## config.mk

```make
export PLATFORM = sky130hd
export DESIGN_NAME = capture_rle
export DESIGN_NICKNAME = d
export VERILOG_FILES = /design/src/rtl/capture_rle_pkg.sv /design/src/rtl/capture_sync.sv /design/src/rtl/capture_rle.sv
export SDC_FILE = /design/constraint.sdc
export NUM_CORES = 1
export LEC_CHECK = 0
export CAP_MARGIN = 20
export CORE_ASPECT_RATIO = 0.8
export CORE_MARGIN = 10
export CORE_UTILIZATION = 37
export DETAILED_ROUTE_END_ITERATION = 7
export PLACE_DENSITY = 0.69
export REMOVE_ABC_BUFFERS = 1
export SLEW_MARGIN = 20
export SYNTH_ARGS = -nofsm -noshare
export SYNTH_HDL_FRONTEND = slang
export SYNTH_SLANG_ARGS = --single-unit
```

## constraint.sdc

```tcl
create_clock -name clk_i -period 3.4 [get_ports clk_i]
set_clock_uncertainty 0.15 [all_clocks]
set_input_delay 1.02 -clock clk_i [delete_from_list [all_inputs] [get_ports clk_i]]
set_output_delay 1.02 -clock clk_i [all_outputs]
set_load 0.05 [all_outputs]
```

## src/rtl/capture_rle_pkg.sv

```systemverilog
// Shared types and constants for the capture_rle sample-capture front end.
// Build option CAPTURE_RLE_TRIGGER_EN is consumed in capture_rle.sv.
package capture_rle_pkg;

   localparam int DEF_WIDTH   = 16;
   localparam int DEF_COUNT_W = 16;

   typedef enum logic [1:0] {
      ST_IDLE      = 2'd0,
      ST_WAIT_TRIG = 2'd1,
      ST_CAPTURE   = 2'd2
   } state_e;

   // Largest encodable run count for a counter of width w (capped at 32 bits).
   function automatic logic [31:0] count_max(input int unsigned w);
      if (w >= 32) begin
         return '1;
      end
      return (32'd1 << w) - 32'd1;
   endfunction

endpackage

```

## src/rtl/capture_sync.sv

```systemverilog
// Two-flop synchroniser for the asynchronous logic-analyser input pins.
module capture_sync
   import capture_rle_pkg::*;
#(
   parameter int WIDTH = DEF_WIDTH
) (
   input  logic             clk_i,
   input  logic             rst_ni,
   input  logic [WIDTH-1:0] async_i,
   output logic [WIDTH-1:0] sync_o
);

   logic [WIDTH-1:0] meta_q, meta_d;
   logic [WIDTH-1:0] sync_q, sync_d;

   always_comb begin
      meta_d = async_i;
      sync_d = meta_q;
   end

   always_ff @(posedge clk_i or negedge rst_ni) begin
      if (!rst_ni) begin
         meta_q <= '0;
         sync_q <= '0;
      end else begin
         meta_q <= meta_d;
         sync_q <= sync_d;
      end
   end

   assign sync_o = sync_q;

endmodule

```

## src/rtl/capture_rle.sv

```systemverilog
// Trigger-gated run-length encoder feeding a single-entry valid/accept output register.
// Define CAPTURE_RLE_TRIGGER_EN to enable the trigger compare; otherwise capture starts on enable.
module capture_rle
   import capture_rle_pkg::*;
#(
   parameter int WIDTH   = DEF_WIDTH,
   parameter int COUNT_W = DEF_COUNT_W
) (
   input  logic                     clk_i,
   input  logic                     rst_ni,
   input  logic [WIDTH-1:0]         input_i,
   input  logic                     enable_i,
   input  logic [WIDTH-1:0]         trig_mask_i,
   input  logic [WIDTH-1:0]         trig_value_i,
   output logic [COUNT_W+WIDTH-1:0] data_o,
   output logic                     valid_o,
   input  logic                     accept_i,
   output logic                     triggered_o,
   output logic                     overflow_o
);

   localparam logic [COUNT_W-1:0] CNT_MAX = COUNT_W'(count_max(COUNT_W));

   logic [WIDTH-1:0]         sample;
   state_e                   state_q, state_d;
   logic [WIDTH-1:0]         prev_q, prev_d;
   logic [COUNT_W-1:0]       count_q, count_d;
   logic [COUNT_W+WIDTH-1:0] data_q, data_d;
   logic                     valid_q, valid_d;
   logic                     trig_q, trig_d;
   logic                     ovf_q, ovf_d;
   logic                     emit;

   capture_sync #(.WIDTH(WIDTH)) u_sync (
      .clk_i   (clk_i),
      .rst_ni  (rst_ni),
      .async_i (input_i),
      .sync_o  (sample)
   );

`ifdef CAPTURE_RLE_TRIGGER_EN
   logic trig_match;
   assign trig_match = ((sample & trig_mask_i) == (trig_value_i & trig_mask_i));
`else
   logic unused_trig;
   assign unused_trig = ^{trig_mask_i, trig_value_i};
`endif

   always_comb begin
      state_d = state_q;
      prev_d  = prev_q;
      count_d = count_q;
      data_d  = data_q;
      valid_d = valid_q;
      trig_d  = trig_q;
      ovf_d   = ovf_q;
      emit    = 1'b0;

      case (state_q)
         ST_IDLE: begin
            if (enable_i) begin
               ovf_d = 1'b0;
`ifdef CAPTURE_RLE_TRIGGER_EN
               trig_d  = 1'b0;
               state_d = ST_WAIT_TRIG;
`else
               trig_d  = 1'b1;
               state_d = ST_CAPTURE;
               prev_d  = sample;
               count_d = '0;
`endif
            end
         end
         ST_WAIT_TRIG: begin
`ifdef CAPTURE_RLE_TRIGGER_EN
            if (!enable_i) begin
               state_d = ST_IDLE;
            end else if (trig_match) begin
               state_d = ST_CAPTURE;
               trig_d  = 1'b1;
               prev_d  = sample;
               count_d = '0;
            end
`else
            state_d = ST_IDLE;
`endif
         end
         ST_CAPTURE: begin
            if (!enable_i) begin
               emit    = 1'b1;
               state_d = ST_IDLE;
            end else if (sample == prev_q && count_q != CNT_MAX) begin
               count_d = count_q + COUNT_W'(1);
            end else begin
               // Sample change or saturated run: close the run, start a new one.
               emit    = 1'b1;
               prev_d  = sample;
               count_d = '0;
            end
         end
         default: state_d = ST_IDLE;
      endcase

      // A word that finds the register full and not being taken is dropped.
      if (emit) begin
         if (!valid_q || accept_i) begin
            data_d  = {count_q, prev_q};
            valid_d = 1'b1;
         end else begin
            ovf_d = 1'b1;
         end
      end else if (valid_q && accept_i) begin
         valid_d = 1'b0;
      end
   end

   always_ff @(posedge clk_i or negedge rst_ni) begin
      if (!rst_ni) begin
         state_q <= ST_IDLE;
         prev_q  <= '0;
         count_q <= '0;
         data_q  <= '0;
         valid_q <= 1'b0;
         trig_q  <= 1'b0;
         ovf_q   <= 1'b0;
      end else begin
         state_q <= state_d;
         prev_q  <= prev_d;
         count_q <= count_d;
         data_q  <= data_d;
         valid_q <= valid_d;
         trig_q  <= trig_d;
         ovf_q   <= ovf_d;
      end
   end

   assign data_o      = data_q;
   assign valid_o     = valid_q;
   assign triggered_o = trig_q;
   assign overflow_o  = ovf_q;

endmodule
```

# Word level (Yosys, flattened, before mapping)
# Index checks and enable logic that the tools add are counted.
op_classes:
  n_addsub: 1
  eq_ne: 8
  mux: 21
  n_reduce_logical: 13
op_table:
  columns: ["operator", "count"]
  rows:
  - ["16-bit two-way mux", 6]
  - ["16-bit one-hot mux with 2 select lines", 2]
  - ["16-bit by 1-bit adder with 16-bit output (second input constant)", 1]
  - ["16-bit == test", 1]
  - ["16-bit != test (second input constant)", 1]
  - ["1-bit two-way mux", 10]
  - ["2-bit != test (second input constant)", 4]
  - ["2-bit AND reduction", 4]
  - ["2-bit two-way mux", 2]
  - ["2-bit one-hot mux with 2 select lines", 1]
  - ["4-bit AND reduction", 1]
  - ["2-bit nonzero test", 2]
  - ["3-bit AND reduction", 1]
  - ["2-bit == test (second input constant)", 1]
  - ["1-bit logical AND", 2]
  - ["2-bit logical NOT", 1]
  - ["2-bit by 1-bit != test with 1-bit output (second input constant)", 1]
  - ["1-bit logical NOT", 1]
  - ["1-bit logical OR", 1]
totals:
  reg_bits: 101
  inputBits: 52
  out_inout_bits: 35
  elab_cells: 52

# Logic depth before layout (Yosys ltp)
# Gate-level depths: netlist of the first run.
logic_depth:
  ltp_word: 7
  depth_mapped: 8
  ltp_nobuf: 7

# Cells and area by module
# Synthesis of the first run repeated with hierarchy kept, for this count alone.
hier_totals:
  cells_unflattened: 277
  area_unflattened_um2: 4062.6
by_module_without_submodules:
  columns: ["module", "n_inst", "cells_per_inst", "area_per_inst_um2"]
  rows:
  - ["capture_rle", 1, 245, 3261.9]
  - ["capture_sync", 1, 32, 800.8]

# Worst setup path before layout of the first run
# No wires, ideal clock.
synth_path:
  path_type: "in2reg"
  start: "input port enable_i"
  end: "register count_q[10]"
  arrival_time_ns: 2.326
  t_required_ns: 3.118
  slack_ns: 0.792
  stages: 7
  n_path_buf: 2
  path_cell_list: "inv_1 > ha_1 > nor2_1 > o31a_1 > buf_2 > clkbuf_1 > nor2_1"
synth_between:
  elab_chain_len: 2
  word_cells_on_any_way: 3
  classes_between: "2 x eq/ne; 1 x reduce/logical"
synth_lines:
  columns: ["element", "line_no", "rtl"]
  rows:
  - ["start, declared", "capture_rle.sv:12", "input logic enable_i,"]
  - ["2-bit != test (no source line)", null, null]
  - ["3-bit AND reduction (no source line) (*)", null, null]
  - ["end signal, assigned", "capture_rle.sv:129", "count_q <= count_d;"]
  - ["end, declared", "capture_rle.sv:27", "logic [COUNT_W-1:0] count_q, count_d;"]
# Mark *: on every way between the ends. The rest lies on a longest branch, timed or not.
# A chain may end at the register's enable or synchronous reset.

# Worst setup path after layout of the first run
layout_path:
  start: "input port enable_i"
  end: "register prev_q[7]"
layout_between:
  elab_chain_len: 2
  word_cells_on_any_way: 3
  classes_between: "2 x eq/ne; 1 x reduce/logical"
layout_lines:
  columns: ["element", "line_no", "rtl"]
  rows:
  - ["2-bit != test (no source line)", null, null]
  - ["4-bit AND reduction (no source line) (*)", null, null]
  - ["end signal, assigned", "capture_rle.sv:128", "prev_q <= prev_d;"]
  - ["end, declared", "capture_rle.sv:26", "logic [WIDTH-1:0] prev_q, prev_d;"]
# Marks and branches as above.

==> summary.txt, run 1 <==
Drt
  – Total Routed Length: 7.069 mm
  – Drt first pass iters: 4
  – WL/cell: 14.79 um
  – Initial DRC Count: 90
  – DR vias: 2210
  – # DRC: 0
  – Vias per cell: 4.623
  – Final ANT Viol Nets: 0

GRT
  – Grt ovf: 0
  – Total Routing Usage GR: 0.09655
  – Largest net degree at the start of global routing: 53
  – Vias in the first global route: 2414
  – First-pass GRT wire length: 11.89 mm
  – Initial antenna violation count: 0

Floorplanning
  – Initial Util: 0.3836
  – Die height: 112.7 um
  – IO Count: 87
  – Die Span X: 135.9 um
  – Core area: 10360 sq um
  – Die area: 15310 sq um
  – Row cnt: 33

Cells and area
  – Multi-input logic area: 1380 sq um
  – Area grow syn2layout: 25.18%
  – Layout cells sized above 1: 0.2308
  – Fin nets: 389
  – Fin util: 0.4801
  – FF+latch area: 2502 sq um
  – Antenna cells: 0
  – Final non-filler cell total: 478
  – FILL cells: 935

STA
  – Worst-margin pin slew: 522.5 ps
  – Final Hold Slack: 198.4 ps
  – Post-layout min period: 2800 ps
  – Setup ws final: 600.1 ps
  – RSZ-0062 raised after global routing: no
  – Period utilization: 0.8235
  – Slew headroom: 0.6506
  – Final setup TNS: 0 ps
  – Final hold violation count: 0
  – Max-slew violations: 0
  – Achievable clock frequency: 0.3572 GHz
  – Final setup vio count: 0

Synthesis
  – Leading cell types by count after synthesis: dfrtp_1, mux2_4, nor2_1
  – Synth Register Bits: 100
  – Ys async rst share: 1.000
  – Most numerous cell in the Yosys netlist: dfrtp_1
  – YS warnings: 0
  – Post-Syn Area: 3975 sq um
  – Number of flops mapped to enable cells by yosys: 0
  – Synth area leaders: dfrtp_1, mux2_4, mux2_2
  – Post-synth top area share: 0.6295
  – Count of different cell masters after synthesis: 35
  – Mapped Cells: 268
  – Synth Area per Inst: 14.83 sq um
  – Primary FF master, synth: dfrtp_1
  – Register area share after synthesis: 0.6295
  – Cell taking the most area after synthesis: dfrtp_1

Worst setup path
  – Critical path class: primary input to register
  – Critical Path RT: 3470 ps
  – Reg-to-reg startpoint: count_q[10]
  – Arr. time, crit path: 2870 ps
  – Worst Setup SP: enable_i
  – Crit start category: primary input
  – Worst setup EP type: register
  – Crit path max fanout: 21

Power
  – Power per Cell Area: 792.7 nW/um^2
  – Leakage: 2.201 nW
  – Logic pwr share: 0.364
  – Clock power share: 0.237
  – Net Sw Power: 1.372 mW
  – Sw Ratio: 0.3478
  – Peak VDD IR: 0.3899 mV
  – Pint: 2.573 mW
  – Reg power frac: 0.399

Outcome
  – Status: finished clean

Clocking
  – Post-CTS setup buffers: 0
  – Num CTS Buffers: 9
  – Clk root buf: clkbuf_16
  – H-tree depth: 3
  – Post-CTS Hold Buffers: 0
  – CTS Buffer Depth: 2
  – CTS resizes: 0
  – Clk_lat worst skew: 340 ps
  – TritonCTS clock tree: built
  – Clock slew at reported path FFs: 70 ps
  – # clock sinks: 100

Placed design
  – Post-DP HPWL: 5.067 mm
  – Place WS: 254.2 ps
  – Port bufs: 54
  – Gpl congestion: 0.7709
  – Placed cells: 462

Job
  – Max Cap Viol: 0

Worst hold path
  – Worst Hold Launch: u_sync.meta_q[12]
  – Tightest Hold Check Type: register to register
[kinds of logic (layout without fill, tap and decap cells)]
group                      count (synthesis)  count (layout)  share of synthesized area
adders and majority gates                  4               4                    0.01259
and+or+nand+nor                           65              65                    0.08594
muxes                                     48              48                     0.1643
xor gates and xnor gates                  29              29                    0.06390
DFF                                      100             100                     0.6295
buffers and inverters                     11              81                    0.02329
AOI/OAI and AO/OA                         11              11                    0.02046
[cells in the final DEF (no fill, tap or decap), types with 2 or more instances in the layout]
| cell type | synthesis | final |
|---|---|---|
| nor2_1 | 19 | 19 |
| ha_1 | 4 | 4 |
| mux2_4 | 30 | 30 |
| dfrtp_1 | 100 | 100 |
| xor2_1 | 16 | 16 |
| clkinv_2 | 0 | 3 |
| xnor2_1 | 13 | 13 |
| and2_1 | 2 | 2 |
| nor4_1 | 3 | 3 |
| inv_6 | 0 | 3 |
| buf_12 | 3 | 3 |
| or3_1 | 2 | 2 |
| and3_1 | 3 | 3 |
| o31ai_1 | 2 | 2 |
| clkbuf_16 | 0 | 9 |
| nand3_1 | 5 | 5 |
| clkdlybuf4s50_1 | 0 | 53 |
| nand2_1 | 10 | 10 |
| nand4_1 | 5 | 5 |
| or3_4 | 2 | 2 |
| inv_1 | 4 | 4 |
| buf_4 | 0 | 5 |
| o21ai_0 | 5 | 5 |
| nor3_1 | 5 | 5 |
| mux2_2 | 18 | 18 |
[layout make-up]
| type | count | share of cell area |
|---|---|---|
| sequential | 100 | 0.5029 |
| multi-input combinational | 157 | 0.2773 |
| timing repair buffer | 61 | 0.1262 |
| clock buffer | 9 | 0.04526 |
| tap | 140 | 0.03520 |
| clock inverter | 7 | 0.01006 |
| inverter | 4 | 0.003017 |
[power groups by stage]
stage | clock network [mW] | logic, mW | registers [mW]
detailed placement | 0 | 1.45 | 1.60
floorplan | 0 | 0.603 | 1.95
finish | 0.936 | 1.43 | 1.57
global placement | 0 | 1.44 | 1.59
global route | 1.02 | 1.52 | 1.60
CTS | 0.968 | 1.46 | 1.58
[routing by layer]
metal / track usage / routed length (um) / share of wire / vias to the layer above
met5: 0 / 0 / 0 / -
met4: 0.03331 / 99 / 0.014 / 0
met3: 0.03935 / 469 / 0.066 / 11
met2: 0.1465 / 3251 / 0.46 / 60
met1: 0.1221 / 3248 / 0.46 / 1088
li1: - / - / - / 1051
[critical path: stages]
cell	delay (ps)
clkdlybuf4s50_1	490
inv_1	90
ha_1	270
nor2_1	160
o31a_1	170
buf_4	280
mux2_2	380
[flip-flops by register name, indices dropped and copies added (netlist names)]
signal / flops
data_o: 32
count_q: 16
prev_q: 16
u_sync.meta_q: 16
u_sync.sync_o: 16
overflow_o: 1
state_q: 1
triggered_o: 1
valid_o: 1
[stage by stage]
step	cell area, sq um	total power, mW
2_1_floorplan	3897	2.549
3_3_place_gp	4701	3.022
3_5_place_dp	4701	3.047
4_1_cts	4976	4.005
5_1_grt	4976	4.143
6_report	4976	3.945
[worst paths after layout]
kind | endpoint | slack [ps] | cells after the start
worst max register to register | data_o[25] | 940 | 6
worst min-delay path | u_sync.sync_o[12] | 200 | 0
worst min register to register | u_sync.sync_o[12] | 200 | 0
worst max-delay path | prev_q[7] | 600 | 7
max in group asynchronous | u_sync.meta_q[15] | 2060 | 2
min in group asynchronous | u_sync.meta_q[6] | 380 | 1
(Power assumes the default switching activity.)
==> run 2, diff against run 1 <==
==> constraint.sdc (replaced) <==
create_clock -name clk_i -period 2.67 [get_ports clk_i]
set_clock_uncertainty 0.15 [all_clocks]
set_input_delay 0.801 -clock clk_i [delete_from_list [all_inputs] [get_ports clk_i]]
set_output_delay 0.801 -clock clk_i [all_outputs]
set_load 0.05 [all_outputs]
==> run 2 against run 1 <==
Net effect:
- non-clock buffer count up 3
- global-route usage about the same
- largest cell class unchanged
- sequential share of layout area down 0.53 points
- worst setup slack worse by 440 ps
- combinational power up 29%
==> summary.txt, run 2 (same netlist as run 1, synthesis figures left out) <==
Outcome
  – Status: finished clean

Placed design
  – Gpl congestion: 0.7698 (-0.14%)
  – Place WS: -177.0 ps (-431.2 ps)
  – Post-DP HPWL: 5.151 mm (+1.7%)
  – Placed cells: 465 (+0.65%)
  – Port bufs: 54 (unchanged)

Cells and area
  – FF+latch area: 2502 sq um (unchanged)
  – Layout cells sized above 1: 0.2317 (+0.0009023)
  – Multi-input logic area: 1380 sq um (unchanged)
  – Fin util: 0.4852 (+0.005071)
  – Final non-filler cell total: 481 (+0.63%)
  – Commonest non-fill, non-tap cells in the layout: dfrtp_1, clkdlybuf4s50_1, mux2_4
  – Fin nets: 392 (+0.77%)
  – FILL cells: 909 (-2.8%)
  – Max FFs per register: 32 (unchanged)
  – Antenna cells: 0 (unchanged)
  – Area grow syn2layout: 26.50%
  – Commonest non-fill, non-tap cell in the layout: dfrtp_1

Power
  – Power Total: 5.172 mW (+31%)
  – Logic pwr share: 0.358 (-0.006)
  – Leakage: 2.217 nW (+0.72%)
  – Net Sw Power: 1.737 mW (+27%)
  – Clock power share: 0.254 (+0.017)
  – Power per Cell Area: 1028 nW/um^2 (+30%)
  – Sw Ratio: 0.3358 (-0.01199)
  – Peak VDD IR: 0.5343 mV (+37%)
  – Reg power frac: 0.388 (-0.011)
  – Pint: 3.435 mW (+34%)

STA
  – Final setup vio count: 0 (unchanged)
  – Post-layout min period: 2512 ps
  – RSZ-0062 raised after global routing: no
  – Final hold violation count: 0 (unchanged)
  – Final setup TNS: 0 ps (unchanged)
  – Period utilization: 0.9408
  – Slew headroom: 0.6400 (-0.01059)
  – Achievable clock frequency: 0.3981 GHz
  – Worst-margin pin slew: 538.3 ps (+15.83 ps)
  – Setup ws final: 158.2 ps (-441.9 ps)
  – Max-slew violations: 0 (unchanged)

Drt
  – Total Routed Length: 7.200 mm (+1.9%)
  – Vias per cell: 4.557 (-1.4%)
  – WL/cell: 14.97 um (+1.2%)
  – DR vias: 2192 (-0.81%)
  – Final ANT Viol Nets: 0 (unchanged)
  – Initial DRC Count: 80 (-11%)
  – Drt first pass iters: 4 (unchanged)
  – # DRC: 0 (unchanged)

Worst setup path
  – Critical-path cell list: clkdlybuf4s50_1 > inv_1 > ha_1 > nor3b_1 > and2_1 > nand4_1 > xor2_1 > nor2_1
  – Crit-path slowest cell: clkdlybuf4s50_1
  – Crit path max fanout: 6 (-71%)
  – Critical path class: primary input to register
  – Crit start category: primary input
  – Max incr delay on CP: 490 ps (about the same)
  – Worst setup EP type: register
  – Worst path bufs/invs: 2 (-1)
  – CP top delay family: simple AND/OR/NAND/NOR gates
  – Arr. time, crit path: 2630 ps (-240 ps)
  – Critical Path RT: 2790 ps (-680 ps)

Floorplanning
  – Die Span X: 135.9 um (unchanged)
  – Row cnt: 33 (unchanged)
  – IO Count: 87 (unchanged)
  – Core area: 10360 sq um (unchanged)
  – Die area: 15310 sq um (unchanged)
  – Initial Util: 0.3836 (unchanged)
  – Die height: 112.7 um (unchanged)

Clocking
  – Clock slew at reported path FFs: 60 ps (about the same)
  – CTS Buffer Depth: 2 (unchanged)
  – TritonCTS clock tree: built
  – # clock sinks: 100 (unchanged)
  – Clk_lat worst skew: 340 ps (about the same)
  – Num CTS Buffers: 9 (unchanged)
  – Post-CTS Hold Buffers: 0 (unchanged)
  – Clk root buf: clkbuf_16
  – H-tree depth: 3 (unchanged)

GRT
  – Vias in the first global route: 2369 (-1.9%)
  – Largest net degree at the start of global routing: 45 (-15%)
  – Grt ovf: 0 (unchanged)
  – Total Routing Usage GR: 0.09642 (-0.0001267)
  – Initial antenna violation count: 0 (unchanged)
  – First-pass GRT wire length: 11.67 mm (-1.9%)

Job
  – Max Cap Viol: 0 (unchanged)

Worst hold path
  – Tightest Hold Check Type: register to register
## run 2: area by class of cell
| class | count | area share |
|---|---|---|
| Clock inverter | 3 | 0.008957 |
| Clock buffer | 13 | 0.05175 |
| Inverter | 4 | 0.002986 |
| Tap cell | 140 | 0.03483 |
| Timing Repair Buffer | 64 | 0.1294 |
| Sequential cell | 100 | 0.4976 |
| Multi-Input combinational cell | 157 | 0.2744 |
## run 2: timing repair
item | 4_1_cts | 5_1_grt
endpoints found under the setup margin | 0 | 1
endpoints found under the hold margin | 0 | 0
buffers inserted | 0 | 0
resized for setup | 0 | 0
## run 2: path summary, 6_finish.rpt
kind / to / start / depth (start not counted) / slack [ps]
max in group asynchronous: data_o[18] / rst_ni / 2 / 1500
worst max-delay path: count_q[11] / enable_i / 8 / 160
worst min-delay path: u_sync.sync_o[1] / u_sync.meta_q[1] / 0 / 190
worst min register to register: u_sync.sync_o[1] / u_sync.meta_q[1] / 0 / 190
worst max register to register: count_q[3] / prev_q[6] / 7 / 160
min in group asynchronous: u_sync.meta_q[6] / rst_ni / 1 / 270
## run 2: per-layer routing
layer | wire length (um) | global-route usage | vias to the layer above | share of wire
met5 | 0 | 0 | - | 0
met4 | 91 | 0.04323 | 0 | 0.013
met3 | 497 | 0.04598 | 9 | 0.069
met2 | 3246 | 0.1423 | 62 | 0.45
met1 | 3364 | 0.1174 | 1073 | 0.47
li1 | - | - | 1048 | -
## run 2: power by group through the flow
stage               Sequential, mW  Combinational (mW)  Clock [mW]
floorplan                     2.48               0.768           0
global placement              2.02                1.84           0
detailed placement            2.03                1.87           0
CTS                           2.01                1.88        1.35
global route                  2.04                1.96        1.41
finish                        2.01                1.85        1.31
## run 2: worst register-to-register path, delay by kind of cell (launching register included)
kind / cells / cell delay [ps]
compound gates: 1 / 280
xor+xnor: 1 / 180
buf+inv: 2 / 380
flops: 1 / 410
simple gates: 3 / 1010
## run 2: per-stage QoR
step | hold WS, ps | area (sq um)
after floorplan | 181.2 | 3897
after global placement | 182.7 | 4723
after detailed placement | 185.5 | 4723
after CTS | 196.0 | 5029
after global routing | 197.9 | 5029
final | 192.3 | 5029
